**src/rtl/regfile_alu_seq_pkg.sv**
```systemverilog
// Shared types and constants for the register-file/ALU command sequencer.
//  - opcode and FSM state enums
//  - ALU function-select encodings understood by the datapath
//  - control-word struct, its idle value and a MOV control-word helper
package regfile_alu_seq_pkg;

   localparam int unsigned DW = 64;   // data / immediate width
   localparam int unsigned RW = 5;    // register select width

   localparam logic [RW-1:0] SCRATCH = 5'd30;  // SWAP temporary
   localparam logic [RW-1:0] REG_ZR  = 5'd31;  // zero register, writes discarded

   typedef enum logic [3:0] {
      OP_ADD  = 4'd0,
      OP_SUB  = 4'd1,
      OP_AND  = 4'd2,
      OP_ORR  = 4'd3,
      OP_EOR  = 4'd4,
      OP_ADDI = 4'd5,
      OP_SUBI = 4'd6,
      OP_MOVI = 4'd7,
      OP_MOV  = 4'd8,
      OP_SWAP = 4'd9,
      OP_NOP  = 4'd10
   } op_e;

   // FS[4:2] picks the ALU function, FS[1] inverts B, FS[0] inverts A
   localparam logic [4:0] FS_AND = 5'b00000;
   localparam logic [4:0] FS_ORR = 5'b00100;
   localparam logic [4:0] FS_ADD = 5'b01000;
   localparam logic [4:0] FS_SUB = 5'b01010;
   localparam logic [4:0] FS_EOR = 5'b01100;

   typedef enum logic [2:0] {
      ST_IDLE,
      ST_EXEC,
      ST_SW1,
      ST_SW2,
      ST_SW3
   } state_e;

   typedef struct packed {
      logic          w;
      logic          en_alu;
      logic          en_b;
      logic          k_sel;
      logic          c0;
      logic [RW-1:0] sa;
      logic [RW-1:0] sb;
      logic [RW-1:0] da;
      logic [4:0]    fs;
      logic [DW-1:0] k;
   } cw_t;

   localparam cw_t CW_IDLE = '{w: 1'b0, en_alu: 1'b0, en_b: 1'b0, k_sel: 1'b0, c0: 1'b0,
                               sa: REG_ZR, sb: REG_ZR, da: REG_ZR, fs: 5'd0, k: '0};

   // Register-to-register move through the B bus; writes to the zero register are dropped
   function automatic cw_t mov_cw(input logic [RW-1:0] da, input logic [RW-1:0] src);
      cw_t cw;
      cw       = CW_IDLE;
      cw.en_b  = 1'b1;
      cw.sb    = src;
      cw.da    = da;
      cw.w     = (da != REG_ZR);
      return cw;
   endfunction

endpackage

```
**src/rtl/regfile_alu_seq_decode.sv**
```systemverilog
// Combinational command decoder.
//  op/rd/rn/rm/imm in -> cw_c: control word for the op's first write cycle
//  illegal_c: op rejected (undefined opcode or SWAP touching r30/r31)
//  is_swap_c: op is SWAP (multi-cycle)
//  flag_op_c: op may latch Status into the flags register
module regfile_alu_seq_decode
   import regfile_alu_seq_pkg::*;
(
   input  logic [3:0]    op,
   input  logic [RW-1:0] rd,
   input  logic [RW-1:0] rn,
   input  logic [RW-1:0] rm,
   input  logic [DW-1:0] imm,
   output cw_t           cw_c,
   output logic          illegal_c,
   output logic          is_swap_c,
   output logic          flag_op_c
);

   // Opcode table
   always_comb begin
      cw_c      = CW_IDLE;
      illegal_c = 1'b0;
      is_swap_c = 1'b0;
      flag_op_c = 1'b0;
      case (op)
         OP_ADD, OP_SUB, OP_AND, OP_ORR, OP_EOR: begin
            cw_c.en_alu = 1'b1;
            cw_c.sa     = rn;
            cw_c.sb     = rm;
            cw_c.c0     = (op == OP_SUB);
            case (op)
               OP_SUB:  cw_c.fs = FS_SUB;
               OP_AND:  cw_c.fs = FS_AND;
               OP_ORR:  cw_c.fs = FS_ORR;
               OP_EOR:  cw_c.fs = FS_EOR;
               default: cw_c.fs = FS_ADD;
            endcase
            flag_op_c = 1'b1;
         end
         OP_ADDI, OP_SUBI, OP_MOVI: begin
            cw_c.en_alu = 1'b1;
            cw_c.sa     = (op == OP_MOVI) ? REG_ZR : rn;
            cw_c.k      = imm;
            cw_c.k_sel  = 1'b1;
            cw_c.fs     = (op == OP_SUBI) ? FS_SUB : FS_ADD;
            cw_c.c0     = (op == OP_SUBI);
            flag_op_c   = 1'b1;
         end
         OP_MOV:  cw_c = mov_cw(rd, rn);
         OP_SWAP: begin
            is_swap_c = 1'b1;
            if (rn == SCRATCH || rn == REG_ZR || rm == SCRATCH || rm == REG_ZR) begin
               illegal_c = 1'b1;
            end else begin
               cw_c = mov_cw(SCRATCH, rn);
            end
         end
         OP_NOP:  cw_c = CW_IDLE;
         default: illegal_c = 1'b1;
      endcase
      // every write-capable op targets rd, except MOV (already set) and SWAP
      if (cw_c.en_alu) begin
         cw_c.da = rd;
         cw_c.w  = (rd != REG_ZR);
      end
   end

endmodule

```
**src/rtl/regfile_alu_sequencer.sv**
```systemverilog
// Command-level controller for the register-file/ALU datapath.
//  cmd_valid/cmd_ready/cmd_*  : one op per handshake, accepted only in IDLE
//  Status                     : datapath {V,C,N,Z} for the current cycle
//  W..K                       : registered datapath control word
//  flags                      : latched {V,C,N,Z}
//  busy/done/cmd_err          : progress, final-cycle pulse, reject pulse
module regfile_alu_sequencer
   import regfile_alu_seq_pkg::*;
(
   input  logic          clk,
   input  logic          rst,
   input  logic          cmd_valid,
   output logic          cmd_ready,
   input  logic [3:0]    cmd_op,
   input  logic [4:0]    cmd_rd,
   input  logic [4:0]    cmd_rn,
   input  logic [4:0]    cmd_rm,
   input  logic [DW-1:0] cmd_imm,
   input  logic          cmd_setf,
   input  logic [3:0]    Status,
   output logic          W,
   output logic          EN_ALU,
   output logic          EN_B,
   output logic          K_SEL,
   output logic          C0,
   output logic [4:0]    SA,
   output logic [4:0]    SB,
   output logic [4:0]    DA,
   output logic [4:0]    FS,
   output logic [DW-1:0] K,
   output logic [3:0]    flags,
   output logic          busy,
   output logic          done,
   output logic          cmd_err
);

   state_e        state_q, state_d;
   cw_t           cw_q, cw_d;
   logic          ready_q, ready_d;
   logic          busy_q, busy_d;
   logic          done_q, done_d;
   logic          err_q, err_d;
   logic          latch_q, latch_d;   // latch Status at the end of this cycle
   logic [3:0]    flags_q, flags_d;
   logic [RW-1:0] rn_q, rn_d;
   logic [RW-1:0] rm_q, rm_d;

   cw_t  dec_cw;
   logic dec_illegal;
   logic dec_swap;
   logic dec_flag_op;

   regfile_alu_seq_decode u_decode (
      .op        (cmd_op),
      .rd        (cmd_rd),
      .rn        (cmd_rn),
      .rm        (cmd_rm),
      .imm       (cmd_imm),
      .cw_c      (dec_cw),
      .illegal_c (dec_illegal),
      .is_swap_c (dec_swap),
      .flag_op_c (dec_flag_op)
   );

   // Next-state and next control word
   always_comb begin
      state_d = state_q;
      cw_d    = CW_IDLE;
      done_d  = 1'b0;
      err_d   = 1'b0;
      latch_d = 1'b0;
      rn_d    = rn_q;
      rm_d    = rm_q;
      flags_d = latch_q ? Status : flags_q;
      case (state_q)
         ST_IDLE: begin
            if (cmd_valid && ready_q) begin
               rn_d = cmd_rn;
               rm_d = cmd_rm;
               cw_d = dec_cw;
               if (dec_swap && !dec_illegal) begin
                  state_d = ST_SW1;
               end else begin
                  state_d = ST_EXEC;
                  done_d  = 1'b1;
                  err_d   = dec_illegal;
                  latch_d = cmd_setf && dec_flag_op;
               end
            end
         end
         ST_SW1: begin
            state_d = ST_SW2;
            cw_d    = mov_cw(rn_q, rm_q);
         end
         ST_SW2: begin
            state_d = ST_SW3;
            cw_d    = mov_cw(rm_q, SCRATCH);
            done_d  = 1'b1;
         end
         default: state_d = ST_IDLE;   // EXEC, SW3
      endcase
      ready_d = (state_d == ST_IDLE);
      busy_d  = (state_d != ST_IDLE);
   end

   always_ff @(posedge clk) begin
      if (rst) begin
         state_q <= ST_IDLE;
         cw_q    <= CW_IDLE;
         ready_q <= 1'b1;
         busy_q  <= 1'b0;
         done_q  <= 1'b0;
         err_q   <= 1'b0;
         latch_q <= 1'b0;
         flags_q <= 4'd0;
         rn_q    <= '0;
         rm_q    <= '0;
      end else begin
         state_q <= state_d;
         cw_q    <= cw_d;
         ready_q <= ready_d;
         busy_q  <= busy_d;
         done_q  <= done_d;
         err_q   <= err_d;
         latch_q <= latch_d;
         flags_q <= flags_d;
         rn_q    <= rn_d;
         rm_q    <= rm_d;
      end
   end

   assign cmd_ready = ready_q;
   assign busy      = busy_q;
   assign done      = done_q;
   assign cmd_err   = err_q;
   assign flags     = flags_q;
   assign W         = cw_q.w;
   assign EN_ALU    = cw_q.en_alu;
   assign EN_B      = cw_q.en_b;
   assign K_SEL     = cw_q.k_sel;
   assign C0        = cw_q.c0;
   assign SA        = cw_q.sa;
   assign SB        = cw_q.sb;
   assign DA        = cw_q.da;
   assign FS        = cw_q.fs;
   assign K         = cw_q.k;

endmodule

```
**config.mk**
```make
export PLATFORM = sky130hd
export DESIGN_NAME = regfile_alu_sequencer
export DESIGN_NICKNAME = d
export VERILOG_FILES = /design/src/rtl/regfile_alu_seq_pkg.sv /design/src/rtl/regfile_alu_seq_decode.sv /design/src/rtl/regfile_alu_sequencer.sv
export SDC_FILE = /design/constraint.sdc
export NUM_CORES = 1
export LEC_CHECK = 0
export CORE_MARGIN = 8
export CORE_UTILIZATION = 42
export CTS_CLUSTER_SIZE = 16
export DETAILED_ROUTE_END_ITERATION = 16
export GPL_ROUTABILITY_DRIVEN = 0
export HOLD_SLACK_MARGIN = 0.03
export PLACE_DENSITY_LB_ADDON = 0.25
export SYNTH_ARGS = -nofsm -noshare
export SYNTH_HDL_FRONTEND = slang
export SYNTH_SLANG_ARGS = --single-unit
```
**constraint.sdc**
```tcl
create_clock -name clk -period 2.71 [get_ports clk]
set_input_delay 0.6775 -clock clk [delete_from_list [all_inputs] [get_ports clk]]
set_output_delay 0.6775 -clock clk [all_outputs]
set_load 0.1 [all_outputs]
```
# After elaboration in Yosys (flattened, before gate mapping)

Cells that the tools add are included.
W data, S select, Z words.

Equality and inequality tests: 19
Muxes and demuxes: 27
Bitwise operators: 2
Reductions and logical operators: 17

Operator list:

| cell                 | count |
|---|---|
| $pmux W89 S3         | 1 |
| $mux W89             | 2 |
| $pmux W64 S2         | 1 |
| $pmux W5 S3          | 2 |
| $eq A5 B5 Y1 const B | 4 |
| $pmux W6 S3          | 1 |
| $eq A4 B3 Y1 const B | 4 |
| $pmux W4 S4          | 1 |
| $ne A5 B5 Y1 const B | 3 |
| $eq A4 B4 Y1 const B | 3 |
| $pmux W1 S2          | 6 |
| $mux W5              | 2 |
| $pmux W5 S2          | 1 |
| $reduce_or A10 Y1    | 1 |
| $pmux W3 S3          | 1 |
| $eq A4 B2 Y1 const B | 2 |
| $reduce_or A8 Y1     | 1 |
| $eq A3 B2 Y1 const B | 2 |
| $logic_not A3 Y1     | 2 |
| $mux W1              | 6 |
| $reduce_or A5 Y1     | 1 |
| $eq A4 B1 Y1 const B | 1 |
| $logic_not A4 Y1     | 1 |
| $mux W2              | 2 |
| 9 further kinds      | 14 |

Register bits: 111
Output and inout bits: 97
Word-level logic and storage cells: 84

# Logic depth before layout (Yosys ltp)

Gate-level depths: netlist of run 1.

Word-level depth: 12
Depth in mapped cells: 7

# Hierarchy

From an unflattened synthesis of run 1, not the netlist that was laid out.

Cell total of the unflattened synthesis: 461
Area total of the unflattened synthesis: 4271.6 sq um

By module, submodules not included:

| module                 | instances | cells each | area each (sq um) | sequential area each (sq um) |
|---|---|---|---|---|
| regfile_alu_sequencer  | 1         | 314        | 3364.5            | 2222.1 |
| regfile_alu_seq_decode | 1         | 147        | 907.1             | 0.0 |

# Worst setup path after synthesis of run 1

OpenSTA, ideal clock, no wires.

Path type: register to register
Start: register ready_q (netlist: cmd_ready)
End: register cw_q, in the netlist SA[0]
Arrival time: 1.930 ns
Data required time: 2.582 ns
Path slack: 0.651 ns
Stages on the path, launching flop included: 7
Buffers on the path: 2
Period minus slack after synthesis: 2.059 ns
Cells stage by stage: dfxtp_1 > and2_1 > buf_2 > nand3_2 > buf_2 > a311oi_2 > nand2b_1

Cells in the longest elaborated chain, start to end: 3

Ends and longest elaborated chain:

| element                  | line                         | source |
|---|---|---|
| start: declaration       | regfile_alu_sequencer.sv:39  | `logic ready_q, ready_d;` |
| start signal: assignment | regfile_alu_sequencer.sv:121 | `ready_q <= ready_d;` |
| $logic_and A1 B1 Y1      | regfile_alu_sequencer.sv:77  | `if (cmd_valid && ready_q) begin` |
| $mux W89                 | regfile_alu_sequencer.sv:77  |  |
| $pmux W89 S3             | regfile_alu_sequencer.sv:75  | `case (state_q)` |
| end signal: assignment   | regfile_alu_sequencer.sv:120 | `cw_q <= cw_d;` |
| end: declaration         | regfile_alu_sequencer.sv:38  | `cw_t cw_q, cw_d;` |

Every way passes these cells.
A chain may end at the register's enable or synchronous reset.

# Worst setup path after layout of run 1

Start: input port cmd_op[1]
End: register cw_q, in the netlist SB[1]

Cells in the longest elaborated chain, start to end: 5
Elaborated cells on any way between the ends: 11

Ends and longest elaborated chain:

| element                                    | line                         | source |
|---|---|---|
| start: declaration                         | regfile_alu_sequencer.sv:14  | `input logic [3:0] cmd_op,` |
| $eq A4 B2 Y1, or another cell as far along | regfile_alu_seq_decode.sv:26 | `case (op)` |
| $reduce_or A5 Y1                           | n/a                          |  |
| $pmux W5 S3 *                              | regfile_alu_seq_decode.sv:26 |  |
| $mux W89 *                                 | regfile_alu_sequencer.sv:77  |  |
| $pmux W89 S3 *                             | regfile_alu_sequencer.sv:75  |  |

Every way passes the cells marked *; elsewhere a longest branch is shown, timed or not.

==> flow_summary.yaml, run 1 <==
clock_network:
  clockBufferDepth: 2
  cts_resized: 0
  cts_setup_buffers: 0
  cts_tree: "yes"
  cts_num_sinks: 108
  cts_root_buf: "clkbuf_8"
  h-tree-depth: 3
  hold_buffers: 0
  numCtsBuffers: 9
  path_clk_slew_ns: 0.10
  clk_latency_ns: 0.36
detailed_routing:
  firstDrtPassIters: 4
  drtIter0Drc: 144
  num_vias: 3089
  drc: 0
  avgRoutedWirePerCell_um: 17.4
  routed_wl_um: 11100
  drtAntennaViolNets: 0
  viasPerCell: 4.85
place:
  dp_cells: 621
  place_ws_ns: 0.233
  dpl_cell_area_um2: 5220
  io_buffers: 185
  place_hpwl_um: 8840
floorplan:
  dieWidth_um: 108
  start_util_pct: 43.4
  top_level_ports: 188
  die_h_um: 108
  core_area_um2: 8220
  dieArea_um2: 11700
  rows: 33
flow_run:
  timing.max_cap.violations: 0
global_route:
  grtUsageTotal_pct: 18.2
  grt_use_met3_pct: 6.48
  grt_max_degree: 66
  grt_first_pass_wirelength_um: 16500
  use_met1_pct: 19.0
  grt_util_met2_pct: 32.6
  antenna_found_initial: 0
  grt_pass1_vias: 3054
  busiest_layer: "met2"
  grt_overflow: 0
worst_setup_path:
  worstSetupEndpointType: "flop"
  crit_type: "in -> reg"
  endpoint: "SB[1]"
  critPathArrivalTime_ns: 2.41
  cp_max_fo: 13
  crit_path_start_kind: "input port"
  r2r_start: "state_q[1]"
  r2r_slack_ns: 0.94
  reg2regPathDepth: 4
  rr_endpoint: "rm_q[3]"
  startpoint: "cmd_op[1]"
  worstPathRequired_ns: 2.98
sta:
  final.setup.worst_slack_ns: 0.572
  final.setup.tns_ns: 0
  drv_slew: 0
  finClkSkew_ns: 0.0137
  period_minus_slack_ns: 2.14
  hold_ws_ns: 0.480
  final.period_utilization_pct: 78.9
  fmax_mhz: 468
  setup-violations-final: 0
  finalHoldViolCount: 0
  rsz0062_at_grt: "false"
synthesis:
  synthArstFlopShare_pct: 0
  synth_ff_type: "dfxtp_1"
  synth_area_um2: 3570
  synth_edf_count: 0
  yosysUniqueCellTypes: 42
  yosysWarningCount: 0
  synthTopCellsByArea: "dfxtp_1 (61%), and2_1 (12%), nand2_1 (3.8%), a21oi_1 (3.4%), nor2_1 (1.9%)"
  yosysMostFrequentCell: "dfxtp_1"
  synth_cells: 348
  syn_area_per_cell_um2: 10.3
  synth-seq-area-share_pct: 60.6
  synth-seq-cells: 108
  synth.cells.most_frequent: "dfxtp_1 (108), and2_1 (66), nand2_1 (36), a21oi_1 (24), nor2_1 (18)"
  synth.top_cell.area_share_pct: 60.6
  yosysTopAreaCell: "dfxtp_1"
power:
  ir_worst_vdd_uv: 295
  p_total_mw: 3.24
  power_leakage_nw: 2.31
  p_per_area_nw_per_um2: 598
cells_and_area:
  drive_above_1_share_pct: 22.7
  final_util_pct: 66.0
  finalNetCount: 618
  syn_to_final_growth_pct: 52.1
  fin_area_um2: 5420
  instances_no_fill: 637
  diodes: 0
hold_path:
  hold_path.startpoint: "rn_q[1]"
  min-delay-path-class: "reg -> reg"
outcome:
  outcome: "complete, no violations"
## worst min path at each step
stage                     endpoint  depth (start not counted)
after global placement     rn_q[1]                          2
final                      rn_q[1]                          2
after global routing       rn_q[1]                          2
after CTS                  rn_q[1]                          2
after detailed placement   rn_q[1]                          2
after floorplan            rn_q[3]                          2
## registers in the layout, indices dropped and copies added, names as in the netlist
signal	cells
K	64
DA	5
SA	5
SB	5
rm_q	5
rn_q	5
flags	4
FS	3
state_q	3
EN_ALU	1
EN_B	1
K_SEL	1
W	1
busy	1
cmd_err	1
cmd_ready	1
done	1
latch_q	1
## power by group
group	total (mW)	switching (mW)	internal (mW)	leakage (nW)
logic	0.580	0.378	0.201	1.32
registers	1.66	0.0253	1.63	0.876
clock network	1.00	0.561	0.444	0.107
## cell type report
cell class              instances  area, um2
clock buffers                   9        124
clock inverters                 7       83.8
fillers                       676       2790
inverters                       4       15.0
multi-input cells             215       1250
flip-flops and latches        108       2160
well taps                     105        131
repair buffers                189       1660
## kinds of logic (layout without fill, tap and decap cells)
kind of cell / count (synthesis) / after routing / synth area share, %
flops: 108 / 108 / 60.6
other cells: 1 / 2 / 0.105
mux: 4 / 4 / 1.12
buf+inv: 26 / 209 / 4.59
compound gates: 51 / 51 / 9.08
simple gates: 158 / 158 / 24.5
## worst max-delay path: stages
cell and delay (ns):
clkdlybuf4s50_1 0.65, o21ai_0 0.31, nor2b_1 0.42, a22oi_1 0.14, o211ai_1 0.20
## per-layer routing
| layer | vias to the layer above | wire length [um] |
|---|---|---|
| li1 | 1497 | - |
| met1 | 1405 | 4010 |
| met2 | 167 | 5570 |
| met3 | 20 | 1290 |
| met4 | 0 | 219 |
| met5 | - | 0 |
## layout by cell type (no fill, tap or decap), drive strengths merged, types with 2 or more instances in the layout
| master | instances |
|---|---|
| nand2 | 36 |
| a22oi | 4 |
| nor3b | 3 |
| o21ai | 6 |
| clkdlybuf4s50 | 90 |
| a21oi | 24 |
| dfxtp | 108 |
| nand3 | 3 |
| clkbuf | 9 |
| and2 | 66 |
| mux2i | 4 |
| o221ai | 4 |
| nor2 | 20 |
| conb | 2 |
| inv | 6 |
| o211ai | 6 |
| buf | 99 |
| clkinv | 4 |
| nand4 | 4 |
| nor2b | 5 |
| nand2b | 6 |
| nor3 | 9 |
Note: power is estimated with default switching activity, not from simulation.
==> run 2: changes to the inputs <==
--- a/config.mk
+++ b/config.mk
@@ -6,7 +6,7 @@
 export NUM_CORES = 1
 export LEC_CHECK = 0
 export CORE_MARGIN = 8
-export CORE_UTILIZATION = 42
+export CORE_UTILIZATION = 35
 export CTS_CLUSTER_SIZE = 16
 export DETAILED_ROUTE_END_ITERATION = 16
 export GPL_ROUTABILITY_DRIVEN = 0
==> constraint.sdc (replaced) <==
create_clock -name clk -period 1.9 [get_ports clk]
set_input_delay 0.475 -clock clk [delete_from_list [all_inputs] [get_ports clk]]
set_output_delay 0.475 -clock clk [all_outputs]
set_load 0.1 [all_outputs]
==> run 2 against run 1 <==
  * Core utilization is 1.8 points higher
  * Clock skew down 0.0042 ns
  * Combinational power grew 71%
  * Cell area is 26% higher
  * Critical endpoint is now DA[1]
  * Non-clock buffer count grew 25
  * Via count increased by 0.94%
  * Clock power increased by 45%
  * Largest cell class is now non-clock buffers
==> flow_summary.yaml, run 2 (synthesis gave the netlist of run 1 again) <==
outcome:
  outcome: "complete, no violations"
power:
  power_leakage_nw: 2.74
  ir_worst_vdd_uv: 433
  p_total_mw: 4.83
  p_per_area_nw_per_um2: 707
floorplan:
  core_area_um2: 10100
  start_util_pct: 35.3
  dieArea_um2: 13700
  top_level_ports: 188
  die_h_um: 117
  dieWidth_um: 117
  rows: 37
clock_network:
  cts_tree: "yes"
  cts_root_buf: "clkbuf_8"
  cts_setup_buffers: 0
  clockBufferDepth: 2
  path_clk_slew_ns: 0.10
  hold_buffers: 0
  clk_latency_ns: 0.36
  cts_resized: 0
  cts_num_sinks: 108
  numCtsBuffers: 9
  h-tree-depth: 3
detailed_routing:
  num_vias: 3118
  avgRoutedWirePerCell_um: 17.6
  drtAntennaViolNets: 0
  drc: 0
  firstDrtPassIters: 4
  viasPerCell: 4.50
  drtIter0Drc: 147
  routed_wl_um: 12200
worst_setup_path:
  critPathArrivalTime_ns: 1.92
  rr_endpoint: "rm_q[3]"
  startpoint: "cmd_op[2]"
  worstSetupEndpointType: "flop"
  cp_max_fo: 7
  crit_path_start_kind: "input port"
  worstPathRequired_ns: 2.12
  crit_type: "in -> reg"
  r2r_start: "state_q[1]"
  r2r_slack_ns: 0.34
  reg2regPathDepth: 4
hold_path:
  holdPathStages: 2
  min-delay-path-class: "reg -> reg"
  hold_path.startpoint: "rn_q[0]"
  worstHoldEndpoint: "rn_q[0]"
global_route:
  busiest_layer: "met2"
  grt_max_degree: 66
  grt_first_pass_wirelength_um: 18200
  grt_pass1_vias: 3185
  grtUsageTotal_pct: 17.6
  grt_overflow: 0
  use_met1_pct: 18.4
  grt_use_met3_pct: 7.70
  grt_util_met2_pct: 31.0
  antenna_found_initial: 0
cells_and_area:
  syn_to_final_growth_pct: 91.8
  layout_common_cells: "dfxtp_1 (107), buf_12 (96), clkdlybuf4s50_1 (90), and2_1 (66), nand2_1 (36)"
  final_common_cell: "dfxtp_1"
  fillCellCount: 763
  finalNetCount: 643
  largest_register_ffs: 64
  diodes: 0
  drive_above_1_share_pct: 26.4
  fin_area_um2: 6840
sta:
  hold_ws_ns: 0.490
  final.setup.worst_slack_ns: 0.208
  final.setup.tns_ns: 0
  drv_slew: 0
  finalHoldViolCount: 0
  period_minus_slack_ns: 1.69
  finClkSkew_ns: 0.00954
  fmax_mhz: 591
  final.period_utilization_pct: 89.1
  rsz0062_at_grt: "false"
  setup-violations-final: 0
place:
  io_buffers: 185
  place_hpwl_um: 10200
  dpl_cell_area_um2: 6630
  place_ws_ns: -0.132
flow_run:
  timing.max_cap.violations: 0
-- run 2: area by class of cell --
class	instances	area (um2)	area share, %
clock buffer	10	138	2.01
clock inverter	6	71.3	1.04
inverter	4	15.0	0.219
sequential	108	2160	31.6
timing repair buffer	214	3030	44.3
multi-input combinational	215	1250	18.3
tap	136	170	2.49
-- run 2: per-layer routing --
layer,vias up,wire [um],share of wire [%]
met1,1407,4450,37
met3,17,1500,12
met2,154,6000,49
li1,1540,-,-
met5,-,0,0
met4,0,217,1.8
-- run 2: worst max-delay path, stage by stage --
cell,delay (ns)
clkdlybuf4s50_1,0.49
buf_4,0.21
o31ai_1,0.21
buf_4,0.17
nand2_1,0.09
nor2_1,0.11
o221ai_1,0.16
-- run 2: worst max-delay path by stage --
stage / slack (ns) / end
4_1_cts: 0.22 / DA[1]
3_5_place_dp: -0.13 / K[47]
6_report: 0.21 / DA[1]
3_3_place_gp: -0.15 / DA[1]
2_1_floorplan: 0.07 / FS[1]
5_1_grt: 0.12 / DA[1]
-- run 2: where the power goes --
group | leakage [nW] | switching [mW] | internal (mW)
clock network | 0.105 | 0.793 | 0.660
logic | 1.76 | 0.550 | 0.440
registers | 0.876 | 0.0630 | 2.33
total | 2.74 | 1.41 | 3.43
-- run 2: through the flow --
step	util (%)	cells
2_1_floorplan	-	349
3_3_place_gp	65.7	677
3_5_place_dp	65.7	677
4_1_cts	67.8	693
5_1_grt	67.8	693
6_report	67.8	693
==> run 3: changes to the inputs <==
--- a/config.mk
+++ b/config.mk
@@ -11,6 +11,7 @@
 export DETAILED_ROUTE_END_ITERATION = 16
 export GPL_ROUTABILITY_DRIVEN = 0
 export HOLD_SLACK_MARGIN = 0.03
+export MAX_ROUTING_LAYER = met4
 export PLACE_DENSITY_LB_ADDON = 0.25
 export SYNTH_ARGS = -nofsm -noshare
 export SYNTH_HDL_FRONTEND = slang
==> run 3 against run 2 <==
  * Non-clock buffer count stayed put
  * Cell count stayed put
  * Global-route usage is 0.49 points higher
  * Die area stayed put
  * Via count is 0.80% higher
  * Hold slack better by 0.0015 ns
  * Sequential power hardly changed
  * Critical endpoint unchanged
  * Highest routed layer unchanged
==> flow_summary.yaml, run 3 (synthesis gave the netlist of run 1 again) <==
cells_and_area:
  diodes: 0
  fillCellCount: 763
  fin_area_um2: 6840
  finalNetCount: 643
  largest_register_ffs: 64
  drive_above_1_share_pct: 26.4
  final_common_cell: "dfxtp_1"
  layout_common_cells: "dfxtp_1 (107), buf_12 (96), clkdlybuf4s50_1 (90), and2_1 (66), nand2_1 (36)"
  seq_area_um2: 2160
  multi_input_area_um2: 1250
  syn_to_final_growth_pct: 91.8
clock_network:
  cts_root_buf: "clkbuf_8"
  clk_latency_ns: 0.35
  hold_buffers: 0
  cts_num_sinks: 108
  h-tree-depth: 3
  cts_tree: "yes"
  numCtsBuffers: 9
  cts_setup_buffers: 0
  clockBufferDepth: 2
  path_clk_slew_ns: 0.10
  cts_resized: 0
place:
  dpl_cell_area_um2: 6630
  place_hpwl_um: 10200
  io_buffers: 185
sta:
  hold_ws_ns: 0.491
  fmax_mhz: 592
  final.setup.tns_ns: 0
  period_minus_slack_ns: 1.69
  finClkSkew_ns: 0.00885
  setup-violations-final: 0
  final.period_utilization_pct: 88.9
  drv_slew: 0
  finalHoldViolCount: 0
  rsz0062_at_grt: "false"
floorplan:
  rows: 37
  start_util_pct: 35.3
  dieWidth_um: 117
  dieArea_um2: 13700
  die_h_um: 117
  core_area_um2: 10100
  top_level_ports: 188
detailed_routing:
  routed_wl_um: 12200
  drtIter0Drc: 110
  num_vias: 3143
  viasPerCell: 4.54
  drc: 0
  drtAntennaViolNets: 0
  firstDrtPassIters: 4
  avgRoutedWirePerCell_um: 17.7
hold_path:
  min-delay-path-class: "reg -> reg"
worst_setup_path:
  cp_max_fo: 7
  crit_type: "in -> reg"
  worstPathRequired_ns: 2.13
  crit_path_start_kind: "input port"
  critPathArrivalTime_ns: 1.92
  worstSetupEndpointType: "flop"
global_route:
  grt_first_pass_wirelength_um: 18200
  antenna_found_initial: 0
  grt_overflow: 0
  grt_pass1_vias: 3186
  grtUsageTotal_pct: 18.1
  grt_max_degree: 66
power:
  p_per_area_nw_per_um2: 706
  p_total_mw: 4.83
  power_leakage_nw: 2.74
  ir_worst_vdd_uv: 431
flow_run:
  timing.max_cap.violations: 0
outcome:
  outcome: "complete, no violations"
## run 3: final timing paths
kind             end  cells after the start  slack (ns)       start
min          rn_q[0]                      2        0.49     rn_q[0]
max            DA[1]                      7        0.21   cmd_op[2]
min reg2reg  rn_q[0]                      2        0.49     rn_q[0]
max reg2reg  rm_q[3]                      4        0.33  state_q[1]
## run 3: routing by layer
metal  global-route usage (%)  up-vias  wire length [um]
met5                        -        -                 0
li1                         -     1545                 -
met2                     31.0      155              5980
met3                     6.16       19              1320
met1                     19.1     1424              4700
met4                     6.48        0               238
## run 3: critical path, cell delays in order
cell and delay (ns):
clkdlybuf4s50_1 0.50, buf_4 0.21, o31ai_1 0.21, buf_4 0.17, nand2_1 0.09, nor2_1 0.12
o221ai_1 0.15
## run 3: metrics by stage
step	setup WS [ns]	cells	util, %
global route	0.118	693	67.8
CTS	0.224	693	67.8
global placement	-0.145	677	65.7
detailed placement	-0.132	677	65.7
finish	0.211	693	67.8
floorplan	0.0688	349	-
## run 3: layout make-up
class,count,area share (%)
multi-input combinational,215,18.3
inverter,4,0.219
clock buffer,10,2.01
sequential,108,31.6
clock inverter,6,1.04
tap,136,2.49
timing repair buffer,214,44.3
## run 3: power by group
| part | internal, mW | switching, mW | total [mW] |
|---|---|---|---|
| clock network | 0.660 | 0.791 | 1.45 |
| registers | 2.33 | 0.0632 | 2.39 |
| logic | 0.440 | 0.550 | 0.990 |
